### config.mk
export PLATFORM = sky130hd
export DESIGN_NAME = timer_input_filter
export DESIGN_NICKNAME = d
export VERILOG_FILES = /design/src/rtl/timer_input_filter.sv
export SDC_FILE = /design/constraint.sdc
export NUM_CORES = 1
export LEC_CHECK = 0
export CORE_MARGIN = 3
export CORE_UTILIZATION = 40
export CTS_BUF_LIST = sky130_fd_sc_hd__clkbuf_16
export CTS_CLUSTER_DIAMETER = 200
export DETAILED_ROUTE_END_ITERATION = 6
export SYNTH_ARGS = -nofsm -noshare
export SYNTH_HDL_FRONTEND = slang
export SYNTH_SLANG_ARGS = --single-unit
### constraint.sdc
create_clock -name clk -period 1.9 [get_ports clk]
set_input_delay 0.38 -clock clk [delete_from_list [all_inputs] [get_ports clk]]
set_output_delay 0.38 -clock clk [all_outputs]
set_load 0.03 [all_outputs]
### src/rtl/timer_input_filter.sv
// Per-channel input conditioner for the general timer: two-flop synchronizer,
// programmable stability filter, and edge-selectable capture pulse with glitch flag.
module timer_input_filter #(
    parameter int CH     = 2,
    parameter int FILT_W = 4
) (
    input  logic              clk,
    input  logic              rst_n,
    input  logic              en_i,
    input  logic [FILT_W-1:0] filt_len_i,
    input  logic [2*CH-1:0]   edge_sel_i,
    input  logic [CH-1:0]     in_async_i,
    output logic [CH-1:0]     level_o,
    output logic [CH-1:0]     pulse_o,
    output logic [CH-1:0]     glitch_o
);

    for (genvar c = 0; c < CH; c++) begin : g_ch
        logic              s1;
        logic              s2;
        logic              level;
        logic              pulse;
        logic              glitch;
        logic [FILT_W-1:0] cnt;
        logic              differs;
        logic              accept;
        logic              edge_hit;

        // The synchronized sample has disagreed with the filtered level long enough
        // once cnt reaches the length; >= makes a lowered length take effect at once.
        always_comb begin
            differs  = (s2 != level);
            accept   = differs && (cnt >= filt_len_i);
            edge_hit = s2 ? edge_sel_i[2*c] : edge_sel_i[2*c+1];
        end

        always_ff @(posedge clk or negedge rst_n) begin
            if (!rst_n) begin
                s1 <= 1'b0;
                s2 <= 1'b0;
            end else begin
                s1 <= in_async_i[c];
                s2 <= s1;
            end
        end

        always_ff @(posedge clk or negedge rst_n) begin
            if (!rst_n) begin
                level  <= 1'b0;
                cnt    <= '0;
                pulse  <= 1'b0;
                glitch <= 1'b0;
            end else begin
                pulse  <= 1'b0;
                glitch <= 1'b0;
                if (!en_i) begin
                    // Track silently so that enabling later cannot create an edge.
                    level <= s2;
                    cnt   <= '0;
                end else if (!differs) begin
                    glitch <= (cnt != '0);
                    cnt    <= '0;
                end else if (accept) begin
                    level <= s2;
                    cnt   <= '0;
                    pulse <= edge_hit;
                end else begin
                    cnt <= cnt + 1'b1;
                end
            end
        end

        assign level_o[c]  = level;
        assign pulse_o[c]  = pulse;
        assign glitch_o[c] = glitch;
    end

endmodule
### Yosys cells after proc, flatten, opt, wreduce, memory -nomap -nowiden

Index checks and enable logic that the tools add are counted.

| word-level totals | value |
|---|---|
| latch bits | 0 |
| logic and storage cells | 52 |
| output and inout bits | 6 |
| register bits | 18 |
| memory bits (writable) | 0 |
| input port bits | 13 |
| memory bits (read-only) | 0 |
| memories kept | 0 |

| cells by class | value |
|---|---|
| bitwise logic cells | 0 |
| div/mod/pow operators | 0 |
| reduce and logical (&&, ||, !) cells | 6 |
| multiplexer cells | 24 |
| shifts and indexed selects | 0 |
| equality and inequality tests | 6 |
| $mul | 0 |
| $lt $le $gt $ge | 2 |
| $add $sub $neg | 2 |

Operators by type and width:

| cell | count |
|---|---|
| $mux W4 | 6 |
| $mux W1 | 18 |
| $add A4 B1 Y4 const B | 2 |
| $ge A4 B4 Y1 | 2 |
| $ne A2 B1 Y1 const B | 4 |
| $reduce_bool A4 Y1 | 2 |
| $reduce_and A2 Y1 | 2 |
| $logic_and A1 B1 Y1 | 2 |
| $ne A1 B1 Y1 | 2 |

### Longest topological paths before layout

Gate-level depths: netlist (run 1).

| depth | value |
|---|---|
| depth after elaboration | 5 |
| depth in mapped cells | 5 |
| mapped depth without buffers | 5 |

### Least setup slack after synthesis (run 1)

No wires, ideal clock.

| timing | value |
|---|---|
| kind | input-to-reg |
| start | input port filt_len_i[3] |
| end | register g_ch[0].level |
| buffers on the path | 0 |
| arrival time | 1.367 ns |
| data required time | 1.775 ns |
| stages on the path | 5 |
| setup slack | 0.408 ns |
| setup time | 0.125 ns |
| cell sequence | inv_1 -> ha_1 -> a21oi_1 -> o211ai_2 -> mux2_4 |

| on the way | value |
|---|---|
| longest elaborated chain between the ends | 4 |

Ends and longest elaborated chain:

| element | line | source |
|---|---|---|
| start, declared | 10 | `input logic [FILT_W-1:0] filt_len_i,` |
| $ge A4 B4 Y1 | 33 | `accept = differs && (cnt >= filt_len_i);` |
| $logic_and A1 B1 Y1 | 33 |  |
| $ne A2 B1 Y1 (no source line) | -- |  |
| $reduce_and A2 Y1 (no source line) | -- |  |
| end signal, assigned | 49 | `level <= 1'b0;` |
| end signal, assigned | 58 | `level <= s2;` |
| end signal, assigned | 64 | `level <= s2;` |
| end, declared | 21 | `logic level;` |

No other way between the ends.
A chain may end at the register's enable or synchronous reset.

### Worst setup path in the final report (run 1)

| timing | value |
|---|---|
| start | input port filt_len_i[3] |
| end | register g_ch[1].level |

| on the way | value |
|---|---|
| longest elaborated chain between the ends | 4 |

Ends and longest elaborated chain:

| element | line |
|---|---|
| $ge A4 B4 Y1 | 33 |
| $logic_and A1 B1 Y1 | 33 |
| $ne A2 B1 Y1 (no source line) | -- |
| $reduce_and A2 Y1 (no source line) | -- |
| end signal, assigned | 49 |
| end signal, assigned | 58 |
| end signal, assigned | 64 |
| end, declared | 21 |

No other way between the ends.

==> results.md, run 1 <==
* Outcome: complete, no violations
* Gp weighted congestion at roughly 0.74
* DRC at 0
* Layout cells sized above 1 at 0.137
* Post-synthesis area per instance at 11.6 um2
* Inst Count DP at 126
* Largest net degree at the start of global routing at 19
* Fmax at between 500 and 600 MHz
* RSZ-0062 raised after global routing: true
* Clk root buf: clkbuf_16
* Starting Density at 0.432
* Setup tns final at 0 ns
* Maxcap violations at 0
* Hold depth at 0
* Worst EP arrival at about 1.9 ns
* Clock sink total at 18
* R2R depth at 5
* HP Class: reg2reg
* # IOs at 19
* Drt first pass iters at 4
* Rows at 17
* Filler instances at approximately 210
* Pwr/cell area at slightly above 800 mW/mm2
* Final core occ at 0.552
* CTS Buf Count at 3
* Least-Margin Pin Slew at between 0.3 and 0.4 ns
* Hold slack at around 0.35 ns
* Required @ worst endpoint at 2.03 ns
* TritonCTS clock tree: yes
* Hold_buf cts at 0
* Die height at roughly 55 um
* Min Clock Period, post-route at ~1.7 ns
* ANT cells at 0
* Layout area overhead at 27.9%
* Crit. End Element: flip-flop
* Remaining Overflow, GRT at 0
* CTS clk-pin slew, worst paths at 0.05 ns
* Remaining antenna violation count at 0
* DRT iter0 DRCs at 13
* Slew Limit Headroom at 0.745
* DIE WIDTH at ~55 um
* Slew Viols, Final at 0
* Setup violators final at 0
* DPL Wire Length at 1.26 mm
* Total Wirelength at 1.59 mm
* CTS H-tree depth at 1
* Cells after synthesis at 84
* Worst Path Max Fanout at 3
* DR vias/cell at about 4.8
* Clock buffer depth at 2
* GRT Overall Usage at 0.117
* Vias in the first global route at 631
* Die area at just over 0.003 mm2
* First-pass GRT wire length at around 2.8 mm
* Seq cells post-synth at 18
* Tot Pwr at between 0.001 and 0.0015 W
* Clk_lat worst skew at 0.25 ns
* Critical path startpoint category: input pin
* Tcrit/Tclk final at 0.918
* Number of port buffers at 18
* Peak VDD IR at 0.378 mV
* Core Region at around 0.0023 mm2
* P_leak at 0.573 nW
* Routed vias at between 600 and 700
* Postcts setup bufs at 0
* Fin cells at 130
* Synth cell types at 20
* Hold Vio Cnt, Final at 0
* Initial antenna violation count at 0
* # nets final at between 100 and 150
* Clock Skews at 0.00111 ns
* Mapped Area at around 970 um2
* Critical path class: in2reg
* Sequential-to-total area share from yosys stat at 0.463
* Drt wl/cell at approximately 12 um
* Synth Warn # at 0
* Net Count, Synth at ~110
[per-stage QoR]
| step | cell area, um2 | setup slack (ns) |
|---|---|---|
| after detailed placement | 1160 | -0.191 |
| after CTS | 1240 | 0.0647 |
| final | 1240 | 0.156 |
| after floorplan | 973 | 0.408 |
| after global placement | 1160 | -0.139 |
| after global routing | 1240 | -0.00498 |
[worst paths after layout]
check | from | to | slack, ns
min reg2reg | g_ch[1].s1$_DFF_PN0_ | g_ch[1].s2$_DFF_PN0_ | 0.35
max in group asynchronous | rst_n | g_ch[1].s1$_DFF_PN0_ | 1.25
max | filt_len_i[3] | g_ch[1].level$_DFFE_PN0P_ | 0.16
min | g_ch[1].s1$_DFF_PN0_ | g_ch[1].s2$_DFF_PN0_ | 0.35
min in group asynchronous | rst_n | g_ch[0].level$_DFFE_PN0P_ | 0.46
max reg2reg | g_ch[1].cnt[0]$_DFF_PN0_ | g_ch[1].level$_DFFE_PN0P_ | 0.32
[sequential cells by signal (all words and copies together), names as in the netlist]
name,flops
g_ch.cnt,8
g_ch.glitch,2
g_ch.level,2
g_ch.pulse,2
g_ch.s1,2
g_ch.s2,2
[critical path, stage by stage]
cell             delay [ns]
clkdlybuf4s50_1        0.46
inv_1                  0.06
ha_1                   0.31
o211ai_1               0.12
o211ai_1               0.20
mux2_1                 0.33
[kinds of logic after synthesis]
group                    share of synthesized area
flip-flops                                   0.463
buffers and inverters                       0.0848
multiplexers                                0.0501
adder cells (fa/ha/maj)                      0.154
AO/OA/AOI/OAI                               0.0951
XOR/XNOR                                    0.0540
AND/OR/NAND/NOR                             0.0990
[report_power, final]
group	switching [W]	leakage (nW)	total [W]	internal, W
combinational	0.0000857	0.299	0.000171	0.0000851
clock	0.000141	0.0385	0.000421	0.000280
sequential	0.0000168	0.235	0.000422	0.000405
[per-layer routing]
metal	global-route usage	up-vias	routed length, um
li1	-	317	-
met2	0.169	15	697
met4	0.0625	0	38
met5	0	-	0
met1	0.163	282	782
met3	0.0210	5	74
[cell usage after synthesis (all sizes together)]
cell type / count / share of area
buf: 6 / 0.046
inv: 10 / 0.039
a21oi: 2 / 0.010
mux2: 4 / 0.050
xnor2: 2 / 0.018
o211ai: 4 / 0.041
a211oi: 2 / 0.015
nor2: 10 / 0.039
o21ai: 2 / 0.010
and4: 2 / 0.018
xor2: 4 / 0.036
nand3: 2 / 0.010
nor3b: 2 / 0.032
ha: 12 / 0.15
dfrtp: 18 / 0.46
o2111ai: 2 / 0.018
[cell usage in the layout (no fill, tap or decap), drive strengths merged]
cell           Yosys  layout
a211oi             2       2
a21oi              2       2
and4               2       2
buf                6       2
clkbuf             0       3
clkdlybuf4s50      0      18
clkinv             0       1
dfrtp             18      18
ha                12      12
inv               10      10
mux2               4       4
nand3              2       2
nor2              10      10
nor3b              2       2
o2111ai            2       2
o211ai             4       4
o21ai              2       2
xnor2              2       2
xor2               4       4
[what timing repair did]
item / 4_1_cts / 5_1_grt
endpoints found under the hold margin: 0 / 0
resized for setup: 0 / 2
setup endpoints to repair: 0 / 5
[area by class of cell]
| cell class | count | area, um2 | area share |
|---|---|---|---|
| Sequential cell | 18 | 450 | 0.362 |
| Inverter | 10 | 37.5 | 0.0302 |
| Multi-Input combinational cell | 50 | 448 | 0.360 |
| Tap cell | 28 | 35.0 | 0.0281 |
| Timing Repair Buffer | 20 | 195 | 0.157 |
| Clock buffer | 3 | 75.1 | 0.0603 |
| Clock inverter | 1 | 3.75 | 0.00302 |
(Power assumes the default switching activity.)
==> run 2: changes to the inputs <==
DONT_BUFFER_PORTS = 1   (was unset)
RECOVER_POWER = 50   (was unset)
clock period = 1.65 ns   (was 1.9 ns; I/O delays follow)
==> run 2 against run 1 <==
Net effect: combinational power shrank 15%; highest routed layer unchanged; clock power rose by 11%; design area fell by 13%; clock-buffer cell count stayed put; critical endpoint unchanged; core utilization fell by 7.2 points; worst setup slack lost 0.063 ns; largest power group unchanged; wire length grew 1.9%; critical path type is now reg2reg; final cell count down 14%.
==> results.md, run 2 (synthesis results as in run 1) <==
* Clock sink total at 18
* Layout area overhead at 11.2%
* Core Region at 0.00225 mm2
* # nets final at 111
* Layout cells sized above 1 at 0.167
* Switch Pwr at around 0.00026 W
* Register bank with the most flops: g_ch.cnt
* Clock Skews at roughly 0.0022 ns
* Largest net degree at the start of global routing at 19
* GRT Overall Usage at 0.116
* Int Power at 0.000849 W
* Critical-path cell list: ha_1 -> a21oi_1 -> o211ai_1 -> mux2_1
* ANT cells at 0
* Setup tns final at 0 ns
* Critical path startpoint category: flip-flop
* Most common cell after layout, fill and taps aside: dfrtp_1
* Worst Path Max Fanout at 3
* Critical Path End: g_ch[1].level$_DFFE_PN0P_
* Most frequent cells in the layout: dfrtp_1, ha_1, inv_1, nor2_1, xor2_1
* FF-to-FF End: g_ch[1].level$_DFFE_PN0P_
* Routed vias at 584
* Combinational share of power at 0.130
* Flop pwr share at 0.450
* Clk root buf: clkbuf_16
* Sw Share at 0.235
* Remaining antenna violation count at 0
* Clk_lat worst skew at between 0.2 and 0.25 ns
* HP Class: in2reg
* CTS H-tree depth at 1
* Setup violators final at 0
* Required @ worst endpoint at 1.77 ns
* Critical path class: reg2reg
* Clock buffer depth at 2
* DRT iter0 DRCs at 9
* Gp weighted congestion at approximately 0.69
* Slew Limit Headroom at 0.445
* Hold Vio Cnt, Final at 0
* Rows at 17
* DPL Wire Length at approximately 1.2 mm
* Drt first pass iters at 4
* Worst EP arrival at approximately 1.7 ns
* Min Clock Period, post-route at roughly 1.6 ns
* Crit. End Element: flip-flop
* Tcrit/Tclk final at 0.944
* CTS clk-pin slew, worst paths at about 0.05 ns
* Fin cells at 112
* Die height at 55.3 um
* Peak VDD IR at ~0.51 mV
* Number of port buffers at 0
* Inst Count DP at around 110
* R2R depth at 4
* CTS Buf Count at 3
* Total Wirelength at around 1.6 mm
* DRC at 0
* Least-Margin Pin Slew at 0.830 ns
* Worst R2R Setup Slack at roughly 0.093 ns
* P_leak at 0.505 nW
* Die area at just over 0.003 mm2
* Outcome: complete, no violations
* Remaining Overflow, GRT at 0
* Crit. Startpoint: g_ch[1].cnt[3]$_DFF_PN0_
* DR vias/cell at between 5 and 6
* Max stage delay on crit path at roughly 0.42 ns
* RSZ-0062 raised after global routing: false
* First-pass GRT wire length at around 2.8 mm
* TritonCTS clock tree: yes
* Pwr/cell area at ~1000 mW/mm2
* Starting Density at 0.432
* DIE WIDTH at 55.3 um
* Vias in the first global route at approximately 630
* FF-to-FF Start: g_ch[1].cnt[3]$_DFF_PN0_
* Crit path max-delay cell type: dfrtp_1
* Maxcap violations at 0
* Fmax at about 640 MHz
* Clock share of power at 0.420
* # IOs at 19
* Drt wl/cell at between 10 and 15 um
* Number of flip-flops under the largest register name at 8
* Slew Viols, Final at 0
* Initial antenna violation count at 0
[run 2: power by group through the flow]
stage	clock, W	combinational, W	sequential [W]
final	0.000466	0.000145	0.000499
after global routing	0.000500	0.000168	0.000502
after CTS	0.000478	0.000134	0.000501
after detailed placement	0	0.000122	0.000509
after global placement	0	0.000120	0.000508
after floorplan	0	0.000127	0.000490
[run 2: through the flow]
| stage | setup slack [ns] | util | hold slack, ns | cell area (um2) | power (W) |
|---|---|---|---|---|---|
| finish | 0.0930 | 0.480 | 0.112 | 1080 | 0.00111 |
| detailed placement | 0.0728 | 0.431 | 0.0348 | 971 | 0.000631 |
| global placement | 0.106 | 0.431 | 0.0348 | 971 | 0.000628 |
| CTS | 0.0714 | 0.468 | 0.110 | 1060 | 0.00111 |
| floorplan | 0.189 | - | 0.0344 | 973 | 0.000616 |
| global route | 0.0293 | 0.480 | 0.103 | 1080 | 0.00117 |
[run 2: how the worst min path moves through the flow]
stage          slack (ns)                         to     startpoint  cells after the start
5_1_grt              0.10       g_ch[0].s1$_DFF_PN0_  in_async_i[0]                      0
6_report             0.11       g_ch[0].s1$_DFF_PN0_  in_async_i[0]                      0
2_1_floorplan        0.03   g_ch[0].cnt[0]$_DFF_PN0_          rst_n                      0
4_1_cts              0.11       g_ch[0].s1$_DFF_PN0_  in_async_i[0]                      0
3_3_place_gp         0.03  g_ch[0].level$_DFFE_PN0P_          rst_n                      0
3_5_place_dp         0.03  g_ch[0].level$_DFFE_PN0P_          rst_n                      0
[run 2: final cells by class]
type / instances / area, um2
Tap cell: 28 / 35.0
Fill cell: 214 / 1170
Inverter: 10 / 37.5
Clock buffer: 3 / 75.1
Multi-Input combinational cell: 50 / 463
Sequential cell: 18 / 450
Timing Repair Buffer: 3 / 21.3
[run 2: repair_timing]
item                                   in CTS  in global routing
setup buffers                               0                  1
endpoints found under the hold margin      18                  0
setup endpoints to repair                   0                  6
gates resized for setup                     0                  3
hold buffers                                1                  0
[run 2: worst max-delay path, delay by kind of cell, from the launching register on]
kind	cells	cell delay [ns]
DFF	1	0.42
AOI/OAI and AO/OA	2	0.39
adders and majority gates	1	0.32
muxes	1	0.32
[run 2: per-layer routing]
layer  vias to the layer above  wire length (um)  part of all wire  GRT usage
li1                        282                 -                 -          -
met2                        18               768              0.47      0.179
met3                         2               121             0.075     0.0374
met1                       282               718              0.44      0.150
met5                         -                 0                 0          0
met4                         0                14            0.0086     0.0417
==> run 3: changes to the inputs <==
RECOVER_POWER = unset   (was 50)
==> run 3 against run 2 <==
Net effect: power rose by 0.24%; non-clock buffer count did not move; maximum frequency did not move; flip-flop and latch count did not move; via count did not move; clock power barely moved; die area did not move; critical path depth did not move; combinational power barely moved; design area rose by 0.35%; critical path type unchanged; hold slack did not move.
==> results.md, run 3 (synthesis results as in run 1) <==
* Most common cell after layout, fill and taps aside: dfrtp_1
* Critical path class: reg2reg
* Starting Density at 0.432
* DRT iter0 DRCs at 9
* Fmax at between 600 and 700 MHz
* Layout cells sized above 1 at 0.179
* Required @ worst endpoint at roughly 1.8 ns
* Pwr/cell area at slightly above 1000 mW/mm2
* Remaining Overflow, GRT at 0
* Gp weighted congestion at approximately 0.69
* Vias in the first global route at about 630
* Slew Viols, Final at 0
* DIE WIDTH at 55.3 um
* Clk_lat worst skew at approximately 0.24 ns
* Hold depth at 0
* Maxcap violations at 0
* Setup violators final at 0
* GRT Overall Usage at 0.116
* Setup tns final at 0 ns
* Clk root buf: clkbuf_16
* Number of flip-flops under the largest register name at 8
* Total Wirelength at 1.62 mm
* First-pass GRT wire length at 2.82 mm
* CTS clk-pin slew, worst paths at ~0.05 ns
* Initial antenna violation count at 0
* Drt first pass iters at 4
* Critical-path cell list: ha_1 -> a21oi_1 -> o211ai_1 -> mux2_1
* Rows at 17
* Die area at about 0.0031 mm2
* RSZ-0062 raised after global routing: false
* Clock Skews at roughly 0.0022 ns
* Outcome: complete, no violations
* Final core occ at 0.482
* # IOs at 19
* CTS Buf Count at 3
* TritonCTS clock tree: yes
* Clock sink total at 18
* Slew Limit Headroom at 0.445
* Critical path startpoint category: flip-flop
* Crit. End Element: flip-flop
* Clock buffer depth at 2
* P_leak at slightly above 0.5 nW
* Worst EP arrival at about 1.7 ns
* HP Class: in2reg
* Layout area overhead at 11.6%
* Min Clock Period, post-route at 1.56 ns
* Inst Count DP at roughly 110
* Largest net degree at the start of global routing at 19
* Crit path max-delay cell type: dfrtp_1
* Routed vias at around 600
* Core Region at around 0.0023 mm2
* DR vias/cell at 5.21
* Max stage delay on crit path at around 0.42 ns
* DRC at 0
* Number of port buffers at 0
* CTS H-tree depth at 1
* DPL Wire Length at between 1 and 1.5 mm
* ANT cells at 0
* Tcrit/Tclk final at 0.944
* Fin cells at about 110
* Least-Margin Pin Slew at roughly 0.83 ns
* Drt wl/cell at roughly 15 um
* Most frequent cells in the layout: dfrtp_1, ha_1, inv_1, nor2_1, xor2_1
* Remaining antenna violation count at 0
* Worst Path Max Fanout at 3
* Peak VDD IR at 0.511 mV
* Hold Vio Cnt, Final at 0
* Die height at approximately 55 um
* # nets final at 111
* Filler instances at about 220
* Register bank with the most flops: g_ch.cnt
* R2R depth at 4
## run 3: area by class of cell
type                       instances  area (um2)  area share
multi-input combinational         50         463       0.426
clock buffer                       3        75.1      0.0691
inverter                          10        37.5      0.0346
timing repair buffer               3        25.0      0.0230
sequential                        18         450       0.415
tap                               28        35.0      0.0323
## run 3: worst paths after layout
check	slack [ns]	end	start
max	0.09	g_ch[1].level$_DFFE_PN0P_	g_ch[1].cnt[3]$_DFF_PN0_
min	0.11	g_ch[0].s1$_DFF_PN0_	in_async_i[0]
max reg2reg	0.09	g_ch[1].level$_DFFE_PN0P_	g_ch[1].cnt[3]$_DFF_PN0_
min reg2reg	0.35	g_ch[1].s2$_DFF_PN0_	g_ch[1].s1$_DFF_PN0_
max in group asynchronous	0.50	g_ch[1].level$_DFFE_PN0P_	rst_n
min in group asynchronous	0.63	g_ch[0].level$_DFFE_PN0P_	rst_n
## run 3: worst max-delay path, delay by kind of cell, from the launching register on
family,cells,cell delay [ns]
compound gates,2,0.39
fa+ha+maj,1,0.32
flops,1,0.42
mux,1,0.32
## run 3: metrics by stage
step / setup WS (ns) / hold WS, ns / area [um2] / power, W
floorplan: 0.189 / 0.0344 / 973 / 0.000616
global route: 0.0293 / 0.103 / 1090 / 0.00117
global placement: 0.106 / 0.0348 / 971 / 0.000628
CTS: 0.0714 / 0.110 / 1060 / 0.00111
detailed placement: 0.0728 / 0.0348 / 971 / 0.000631
finish: 0.0930 / 0.112 / 1090 / 0.00111
## run 3: routing by layer
metal | share of wire | track usage | vias to the layer above
li1 | - | - | 282
met1 | 0.44 | 0.150 | 282
met2 | 0.47 | 0.179 | 18
met3 | 0.074 | 0.0374 | 2
met4 | 0.0086 | 0.0417 | 0
met5 | 0 | 0 | -
## run 3: power breakdown
part | total, W | switching, W | internal [W] | leakage, nW
clock network | 0.000466 | 0.000148 | 0.000318 | 0.0370
logic | 0.000147 | 0.0000806 | 0.0000664 | 0.237
registers | 0.000499 | 0.0000325 | 0.000467 | 0.235
total | 0.00111 | 0.000261 | 0.000851 | 0.509
## run 3: timing repair
item                       4_1_cts  5_1_grt
setup endpoints to repair        0        6
setup buffers                    0        1
resized for setup                0        3
hold endpoints to repair        18        0
hold buffers                     1        0
